[config.mk]
export PLATFORM = sky130hd
export DESIGN_NAME = clk_div_ctrl
export DESIGN_NICKNAME = d
export VERILOG_FILES = /design/src/rtl/clk_div_ctrl.sv
export SDC_FILE = /design/constraint.sdc
export NUM_CORES = 1
export LEC_CHECK = 0
export CAP_MARGIN = 20
export CORE_UTILIZATION = 55
export CTS_CLUSTER_SIZE = 24
export DETAILED_ROUTE_END_ITERATION = 8
export DONT_BUFFER_PORTS = 1
export GPL_TIMING_DRIVEN = 0
export PLACE_DENSITY = 0.75
export SLEW_MARGIN = 20
export SYNTH_ARGS = -nofsm -noshare
export SYNTH_HDL_FRONTEND = slang
export SYNTH_SLANG_ARGS = --single-unit
[constraint.sdc]
create_clock -name clk -period 5.2 [get_ports clk]
set_input_delay 1.04 -clock clk [delete_from_list [all_inputs] [get_ports clk]]
set_output_delay 1.04 -clock clk [all_outputs]
set_load 0.05 [all_outputs]
[src/rtl/clk_div_ctrl.sv]
// Runtime-programmable clock-enable divider: emits a divided waveform plus a
// period-start tick, and changes ratio or stops only on period boundaries.
module clk_div_ctrl #(
  parameter int CNT_W   = 8,
  parameter int DIV_RST = 4
) (
  input  logic             clk,
  input  logic             rst,
  input  logic             en,
  input  logic             cfg_valid,
  input  logic [CNT_W-1:0] cfg_div,
  output logic             cfg_ready,
  output logic             cfg_err,
  output logic             div_clk,
  output logic             tick,
  output logic             busy,
  output logic [CNT_W-1:0] cur_div
);

  typedef enum logic [1:0] {IDLE, RUN, STOPPING} state_t;

  state_t           state_q, state_d;
  logic [CNT_W-1:0] cnt_q, cnt_d;
  logic [CNT_W-1:0] cur_div_q, cur_div_d;
  logic [CNT_W-1:0] pend_div_q, pend_div_d;
  logic             pending_q, pending_d;
  logic             div_clk_q, div_clk_d;
  logic             tick_q, tick_d;
  logic             err_q, err_d;

  logic             wrap;
  logic             apply;
  logic [CNT_W-1:0] cnt_inc;
  logic [CNT_W:0]   half;

  assign wrap    = (cnt_q == cur_div_q - CNT_W'(1));
  assign cnt_inc = cnt_q + CNT_W'(1);
  // Extra bit keeps (N+1)>>1 correct at the top of the ratio range.
  assign half    = ({1'b0, cur_div_q} + (CNT_W+1)'(1)) >> 1;

  always_comb begin
    state_d    = state_q;
    cnt_d      = cnt_q;
    cur_div_d  = cur_div_q;
    pend_div_d = pend_div_q;
    pending_d  = pending_q;
    div_clk_d  = div_clk_q;
    tick_d     = 1'b0;
    err_d      = 1'b0;
    apply      = 1'b0;

    if (cfg_valid && !pending_q) begin
      if (cfg_div < CNT_W'(2)) begin
        err_d = 1'b1;
      end else begin
        pend_div_d = cfg_div;
        pending_d  = 1'b1;
      end
    end

    case (state_q)
      IDLE: begin
        cnt_d     = '0;
        div_clk_d = 1'b0;
        apply     = pending_q;
        if (en) begin
          state_d   = RUN;
          tick_d    = 1'b1;
          div_clk_d = 1'b1;
        end
      end
      RUN, STOPPING: begin
        if (state_q == RUN && !en)      state_d = STOPPING;
        if (state_q == STOPPING && en)  state_d = RUN;
        if (wrap) begin
          cnt_d = '0;
          apply = pending_q;
          if (state_q == STOPPING && !en) begin
            state_d   = IDLE;
            div_clk_d = 1'b0;
          end else begin
            tick_d    = 1'b1;
            div_clk_d = 1'b1;
          end
        end else begin
          cnt_d     = cnt_inc;
          div_clk_d = ({1'b0, cnt_inc} < half);
        end
      end
      default: state_d = IDLE;
    endcase

    // Accept and apply never coincide: acceptance requires nothing pending.
    if (apply) begin
      cur_div_d = pend_div_q;
      pending_d = 1'b0;
    end
  end

  always_ff @(posedge clk) begin
    if (rst) begin
      state_q    <= IDLE;
      cnt_q      <= '0;
      cur_div_q  <= CNT_W'(DIV_RST);
      pend_div_q <= '0;
      pending_q  <= 1'b0;
      div_clk_q  <= 1'b0;
      tick_q     <= 1'b0;
      err_q      <= 1'b0;
    end else begin
      state_q    <= state_d;
      cnt_q      <= cnt_d;
      cur_div_q  <= cur_div_d;
      pend_div_q <= pend_div_d;
      pending_q  <= pending_d;
      div_clk_q  <= div_clk_d;
      tick_q     <= tick_d;
      err_q      <= err_d;
    end
  end

  assign cfg_ready = !pending_q;
  assign cfg_err   = err_q;
  assign div_clk   = div_clk_q;
  assign tick      = tick_q;
  assign busy      = (state_q != IDLE);
  assign cur_div   = cur_div_q;

endmodule

==> results of run 1 <==
[flip-flops by register name, summed over array words and instances, names as in the netlist]
| signal | cells |
|---|---|
| div_clk | 1 |
| pend_div_q | 8 |
| cur_div | 8 |
| state_q | 2 |
| tick | 1 |
| pending_q | 1 |
| cnt_q | 8 |
| cfg_err | 1 |
[worst max-delay path, stage by stage, from the launching register on]
cell and delay, ns:
dfxtp_1 0.66, clkbuf_1 0.33, inv_1 0.10, ha_1 0.27, and2_1 0.22, o21a_1 0.19
o31ai_1 0.26, nand4_1 0.30, buf_2 0.29, o21a_1 0.18, nor3_1 0.19
[stage by stage]
step,worst slack (ns),instances,utilization [%]
2_1_floorplan,2.56,298,-
3_3_place_gp,2.20,346,61.3
3_5_place_dp,2.18,346,61.3
4_1_cts,2.15,354,63.8
5_1_grt,1.88,354,63.8
6_report,2.12,354,63.8
[path summary, 6_finish.rpt]
kind	cells after the start	slack [ns]	endpoint	start
worst max-delay path	10	2.12	cur_div[2]	cur_div[1]
worst min-delay path	2	0.50	cnt_q[7]	cnt_q[7]
worst max register to register	10	2.12	cur_div[2]	cur_div[1]
worst min register to register	2	0.50	cnt_q[7]	cnt_q[7]
[cells by family (layout without fill, tap and decap cells)]
family          Yosys count  after routing
fa+ha+maj                14             14
flops                    30             30
compound gates           62             62
xor+xnor                 21             21
mux                       7              7
buf+inv                  39             47
simple gates            125            125
[layer usage]
metal | wire length (um) | up-vias | track usage [%]
li1 | - | 1097 | -
met1 | 2790 | 1008 | 39.7
met4 | 63 | 0 | 7.98
met5 | 0 | - | 0
met2 | 2430 | 76 | 42.3
met3 | 336 | 7 | 5.34
[power breakdown]
group	total (mW)	internal, mW	switching, mW	leakage, nW
logic	0.123	0.0424	0.0801	0.626
registers	0.267	0.241	0.0266	0.245
clock network	0.198	0.106	0.0918	0.0472
total	0.588	0.389	0.199	0.918
[area by class of cell]
| cell class | count | area (sq um) | area share [%] |
|---|---|---|---|
| well taps | 48 | 60.1 | 2.48 |
| plain buffers | 31 | 134 | 5.52 |
| multi-input cells | 229 | 1510 | 62.1 |
| inverters | 8 | 30.0 | 1.24 |
| clock inverters | 2 | 12.5 | 0.516 |
| clock buffers | 6 | 82.6 | 3.41 |
| flip-flops and latches | 30 | 601 | 24.8 |
[cells in the final DEF (no fill, tap or decap), drive strengths merged, types with 10 or more instances in the layout]
master,synthesis,layout
dfxtp,30,30
nor2,14,14
clkbuf,20,26
nand3,16,16
nand2,40,40
buf,11,11
xor2,10,10
ha,14,14
xnor2,11,11
nor3,21,21
==> flow_metrics.tcl, run 1 <==
set metrics [dict create \
    tns_ns 0 \
    antenna_found_initial 0 \
    drv_slew 0 \
    hold_buffers 0 \
    ys_types 47 \
    worstPathMaxFanout 10 \
    rows 22 \
    synth_warnings 0 \
    clock_skew_ns 0.00462 \
    die_h_um 66.2 \
    finalSetupViolCount 0 \
    cts_buffers 5 \
    drtIter0Drc 166 \
    rsz0062_at_grt "false" \
    area_growth_pct 6.84 \
    synthArstFlopShare_pct 0 \
    tightest_slew_ns 1.01 \
    first_global_vias 2013 \
    arrival_ns 3.27 \
    synth_top_family_by_area "simple AND/OR/NAND/NOR gates" \
    synthXorXnorAreaFrac_pct 8.10 \
    placed_cell_area_sq_um 2330 \
    post_cts_buffers 0 \
    syn_area_per_cell_sq_um 7.62 \
    synth_mux_area_share_pct 3.09 \
    path_class "reg2reg" \
    grt_overflow 0 \
    wl_per_cell_um 15.9 \
    synth_largest_area_cell "dfxtp_1" \
    cts.htree.levels 2 \
    ys_top_cells_by_count "nand2_1, dfxtp_1, clkbuf_1, nor3_1, nand3_1" \
    synth_cells 298 \
    min_period_ns 3.08 \
    diodes 0 \
    nFillCells 368 \
    pwr_density_cell_nw_per_um2 242 \
    antenna_left 0 \
    synth_compound_area_share_pct 19.3 \
    leakage_nw 0.918 \
    fin_crit_sh_pct 59.1 \
    cts_tree "yes" \
    die-width_um 66.2 \
    gp_congestion 0.876 \
    final_hold_viol_count 0 \
    critPathLaunchType "flip-flop" \
    drv_cap 0 \
    core_area_sq_um 3800 \
    synth-adder-area-share_pct 7.72 \
    peakVddDrop_uv 216 \
    max_freq_ghz 0.325 \
    synthSimpleGateAreaFrac_pct 28.1 \
    synth_nets 324 \
    ys_ff_latch 30 \
    synth_edf_count 0 \
    stdcell_area_sq_um 2420 \
    clockBufferDepth 2 \
    synth_seq_area_share_pct 26.5 \
    dpl.hpwl_um 4160 \
    hold_path.class "reg2reg" \
    root_buffer "clkbuf_8" \
    drc 0 \
    grt_first_pass_wirelength_um 9320 \
    start_util_pct 59.7 \
    ys.flop_type "dfxtp_1" \
    clkTransAtPathRegs_ns 0.07 \
    grt_usage_pct 27.9 \
    clock_latency_ns 0.28 \
    dieArea_sq_um 4390 \
    vias 2188 \
    synthMostInstantiatedCell "nand2_1" \
    viasPerCell 6.18 \
    drt-pass1-iter-count 5 \
    synth_top_area_share_pct 26.5 \
    syn-cell-area_sq_um 2270 \
    ctsResizeCount 0 \
    yosys-top-cells-area "dfxtp_1, ha_1, nand2_1" \
    relSlewSlack_pct 32.7 \
    endpoint_kind "flip-flop" \
    final_net_count 331 \
    routed_wl_um 5620 \
    power.total_mw 0.588 \
    cts.sinks 30 \
    portBuffers 0 \
    num_io_pins 25 \
    drive_above_1_share_pct 6.21 \
    status "completed" \
    whs_ns 0.502 \
    required_ns 5.40 \
    grt_max_degree 11 \
]
No activity file was read; power rests on OpenSTA's default activity.
==> inputs of run 2 (changes only) <==
--- a/config.mk
+++ b/config.mk
@@ -11,7 +11,7 @@
 export DETAILED_ROUTE_END_ITERATION = 8
 export DONT_BUFFER_PORTS = 1
 export GPL_TIMING_DRIVEN = 0
-export PLACE_DENSITY = 0.75
+export PLACE_DENSITY = 0.78
 export SLEW_MARGIN = 20
 export SYNTH_ARGS = -nofsm -noshare
 export SYNTH_HDL_FRONTEND = slang
==> constraint.sdc (replaced) <==
create_clock -name clk -period 2.5 [get_ports clk]
set_input_delay 0.5 -clock clk [delete_from_list [all_inputs] [get_ports clk]]
set_output_delay 0.5 -clock clk [all_outputs]
set_load 0.05 [all_outputs]
==> flow_metrics.tcl, run 2 (synthesized netlist as in run 1, its figures left out) <==
set metrics [dict create \
    nFillCells 305 \
    finalSetupViolCount 0 \
    clockBufferDepth 2 \
    final_net_count 341 \
    layout_common_cells "nand2_1, dfxtp_1, nor3_1, clkbuf_1, nand3_1" \
    rsz0062_at_grt "true" \
    clkTransAtPathRegs_ns 0.06 \
    clock_skew_ns 0.00234 \
    path_class "reg2reg" \
    clock_latency_ns 0.29 \
    die_h_um 66.2 \
    worstPathMaxFanout 6 \
    grt_usage_pct 27.9 \
    final_hold_viol_count 0 \
    dpl.hpwl_um 4050 \
    rows 22 \
    drtIter0Drc 201 \
    hold_buffers 0 \
    cts.sinks 30 \
    vias 2289 \
    routed_wl_um 6020 \
    area_growth_pct 18.2 \
    p_clk_share_pct 32.5 \
    leakage_nw 1.03 \
    route.met3.wl_um 385 \
    wl_met1_um 2800 \
    antenna_found_initial 0 \
    drc 0 \
    antenna_left 0 \
    cts_buffers 5 \
    cellInternalPower_mw 0.831 \
    core_area_sq_um 3800 \
    seqPwrFrac_pct 44.2 \
    place_ws_ns -0.357 \
    required_ns 2.72 \
    pwr_density_cell_nw_per_um2 469 \
    cts_tree "yes" \
    whs_ns 0.363 \
    power_frac_comb_pct 23.3 \
    hold_path.class "in2reg" \
    grt_first_pass_wirelength_um 9210 \
    viasPerCell 6.29 \
    drv_slew 0 \
    first_global_vias 1951 \
    critPathLaunchType "flip-flop" \
    root_buffer "clkbuf_8" \
    num_io_pins 25 \
    drt-pass1-iter-count 4 \
    tightest_slew_ns 1.05 \
    drive_above_1_share_pct 19.0 \
    wl_met2_um 2760 \
    dieArea_sq_um 4390 \
    portBuffers 0 \
    wl_per_cell_um 16.5 \
    setup_slack_ns 0.0336 \
    max_freq_ghz 0.405 \
    endpoint_kind "flip-flop" \
    placed_cell_area_sq_um 2330 \
    fin_crit_sh_pct 98.7 \
    routed.top_layer "met4" \
    drv_cap 0 \
    switching_share_pct 34.0 \
    status "completed" \
    diodes 0 \
    start_util_pct 59.7 \
    cts.htree.levels 2 \
    mostFrequentLayoutCell "nand2_1" \
    gp_congestion 0.918 \
    min_period_ns 2.47 \
    p_sw_mw 0.428 \
    peakVddDrop_uv 342 \
    grt_max_degree 11 \
    die-width_um 66.2 \
    relSlewSlack_pct 30.0 \
    stdcell_area_sq_um 2680 \
    arrival_ns 2.68 \
    grt_overflow 0 \
]
-- run 2: cell types whose count changed in the layout (fill, tap and decap cells not counted), moves of 3 or more --
cell / change
buf_4: +9
dfxtp_1: -8
dfxtp_4: +6
buf_2: -5
clkbuf_1: -5
buf_6: +4
clkbuf_2: +3
clkbuf_4: +3
ha_1: -3
-- run 2: critical path, cell delays in order (launching register included) --
cell and delay, ns:
dfxtp_4 0.46, buf_6 0.14, inv_2 0.05, ha_4 0.17, and2_4 0.16, o21a_1 0.19, o31ai_4 0.33, nand4_1 0.30
or4_1 0.49, nand3_1 0.09
-- run 2: worst paths after layout --
kind	from	to	slack [ns]	cells past startpoint
hold / removal	cfg_div[5]	pend_div_q[5]	0.36	2
setup / recovery	cur_div[0]	cur_div[1]	0.03	9
setup reg to reg	cur_div[0]	cur_div[1]	0.03	9
hold reg to reg	cnt_q[7]	cnt_q[7]	0.51	2
-- run 2: power groups by stage --
stage               registers, mW  clock network (mW)  logic, mW
floorplan                   0.560                   0      0.202
global route                0.559               0.435      0.319
detailed placement          0.567                   0      0.250
CTS                         0.555               0.417      0.256
global placement            0.566                   0      0.246
finish                      0.556               0.409      0.294
-- run 2: layout make-up --
type	count	area, sq um	share of cell area (%)
plain buffers	30	173	6.44
flip-flops and latches	30	626	23.3
well taps	48	60.1	2.24
clock buffers	7	86.3	3.22
multi-input cells	230	1620	60.4
repair buffers	10	78.8	2.94
inverters	8	35.0	1.31
clock inverters	1	5.00	0.187
-- run 2: metrics by stage --
stage	setup TNS, ns	utilization, %	cells	power (mW)
after floorplan	0	-	298	0.761
after global placement	-4.78	61.4	346	0.812
after detailed placement	-5.52	61.4	346	0.816
after CTS	0	65.0	354	1.23
after global routing	-0.270	70.6	364	1.31
final	0	70.6	364	1.26
-- run 2: timing repair --
action	CTS	global route
gates cloned	0	2
resized for setup	16	44
pin swaps	3	11
buffers inserted	0	9
setup endpoints to repair	21	12
-- run 2: layer usage --
| metal | up-vias | global-route usage, % |
|---|---|---|
| met3 | 8 | 5.34 |
| li1 | 1118 | - |
| met4 | 0 | 10.4 |
| met5 | - | 0 |
| met2 | 111 | 42.3 |
| met1 | 1052 | 38.7 |
==> inputs of run 3 (changes only) <==
--- a/config.mk
+++ b/config.mk
@@ -12,6 +12,8 @@
 export DONT_BUFFER_PORTS = 1
 export GPL_TIMING_DRIVEN = 0
 export PLACE_DENSITY = 0.78
+export SETUP_SLACK_MARGIN = 0.02
+export SKIP_CTS_REPAIR_TIMING = 1
 export SLEW_MARGIN = 20
 export SYNTH_ARGS = -nofsm -noshare
 export SYNTH_HDL_FRONTEND = slang
==> flow_metrics.tcl, run 3 (synthesized netlist as in run 1, its figures left out) <==
set metrics [dict create \
    path_class "reg2reg" \
    dpl.hpwl_um 4060 \
    setup_slack_ns -0.0262 \
    viasPerCell 6.18 \
    cts_buffers 5 \
    seqPwrFrac_pct 45.4 \
    max_stage_delay_ns 0.46 \
    leakage_nw 1.02 \
    clockBufferDepth 2 \
    grt_first_pass_wirelength_um 9530 \
    violations "negative setup slack" \
    cellInternalPower_mw 0.816 \
    critPathLaunchType "flip-flop" \
    core_area_sq_um 3800 \
    grt_overflow 0 \
    max_freq_ghz 0.396 \
    antenna_left 0 \
    min_period_ns 2.53 \
    diodes 0 \
    tns_ns -0.0680 \
    layout_common_cells "nand2_1, dfxtp_1, nor3_1, clkbuf_1" \
    tightest_slew_ns 1.03 \
    final_hold_viol_count 0 \
    drive_above_1_share_pct 18.3 \
    start_util_pct 59.7 \
    gp_congestion 0.891 \
    critPathBufInv 3 \
    drtIter0Drc 140 \
    relSlewSlack_pct 31.6 \
    antenna_found_initial 0 \
    drt-pass1-iter-count 4 \
    drc 0 \
    drv_slew 0 \
    grt_max_degree 11 \
    rows 22 \
    grt_usage_pct 28.6 \
    cts_tree "yes" \
    mostFrequentLayoutCell "nand2_1" \
    cts.sinks 30 \
    clock_latency_ns 0.29 \
    path_cells "buf_6 > inv_1 > ha_4 > o21bai_1 > a211oi_1 > o21bai_1 > nor2b_1 > buf_2 > o31ai_1 > o32ai_1" \
    power_frac_comb_pct 22.7 \
    worstPathMaxFanout 10 \
    stdcell_area_sq_um 2660 \
    power.total_mw 1.23 \
    cts.htree.levels 2 \
    pwr_density_cell_nw_per_um2 462 \
    peakVddDrop_uv 339 \
    drv_cap 0 \
    die_h_um 66.2 \
    hold_path.class "in2reg" \
    area_growth_pct 17.0 \
    routed_wl_um 5910 \
    cp_slowest_cell "dfxtp_4" \
    arrival_ns 2.66 \
    switching_share_pct 33.4 \
    dieArea_sq_um 4390 \
    first_global_vias 2058 \
    wl_per_cell_um 16.5 \
    die-width_um 66.2 \
    endpoint_kind "flip-flop" \
    finalSetupViolCount 6 \
    root_buffer "clkbuf_8" \
    critPathMostFrequentCell "o21bai_1" \
    status "finished, violations left" \
    clkTransAtPathRegs_ns 0.06 \
    rsz0062_at_grt "true" \
    clock_skew_ns 0.00342 \
    critPathTopFamily "compound AO/OA/AOI/OAI gates" \
    num_io_pins 25 \
    p_clk_share_pct 31.9 \
    portBuffers 0 \
    placed_cell_area_sq_um 2330 \
    required_ns 2.63 \
    place_ws_ns -0.287 \
    p_sw_mw 0.410 \
    fin_crit_sh_pct 101 \
    final_net_count 338 \
    vias 2219 \
]
==> run 3: cell count changes in the layout (fill, tap and decap cells not counted), moves of 2 or more <==
cell,before,now
a211oi_2,2,0
buf_4,9,7
a211oi_1,2,4
inv_1,6,8
or4_4,1,3
or4_1,6,4
o31ai_2,0,2
==> run 3: layer usage <==
| layer | wire length [um] | track usage [%] | up-vias | part of all wire (%) |
|---|---|---|---|---|
| li1 | - | - | 1102 | - |
| met1 | 2680 | 39.5 | 1007 | 45 |
| met2 | 2670 | 42.9 | 96 | 45 |
| met3 | 423 | 5.52 | 14 | 7.2 |
| met4 | 140 | 12.0 | 0 | 2.4 |
| met5 | 0 | 0 | - | 0 |
==> run 3: worst paths after layout <==
path | from | end | slack (ns) | depth (start not counted)
setup / recovery | cur_div[1] | state_q[0] | -0.03 | 10
hold / removal | cfg_div[1] | pend_div_q[1] | 0.36 | 2
setup reg to reg | cur_div[1] | state_q[0] | -0.03 | 10
hold reg to reg | pend_div_q[1] | pend_div_q[1] | 0.53 | 2
==> run 3: power by group through the flow <==
stage	combinational, mW	clock, mW	sequential, mW
2_1_floorplan	0.202	0	0.560
3_3_place_gp	0.246	0	0.566
3_5_place_dp	0.250	0	0.567
4_1_cts	0.251	0.392	0.556
5_1_grt	0.308	0.415	0.560
6_report	0.279	0.390	0.556
==> run 3: cell type report <==
| class | instances | area (sq um) |
|---|---|---|
| clock buffer | 6 | 82.6 |
| sequential | 30 | 626 |
| multi-input combinational | 229 | 1630 |
| timing repair buffer | 8 | 63.8 |
| buffer | 30 | 168 |
| inverter | 8 | 30.0 |
| tap | 48 | 60.1 |
| fill | 325 | 1140 |
==> run 3: metrics by stage <==
step	utilization, %	std cells	hold slack [ns]
after global routing	69.9	359	0.379
after CTS	63.6	352	0.366
after global placement	61.5	346	0.489
after floorplan	-	298	0.461
after detailed placement	61.5	346	0.500
final	69.9	359	0.365
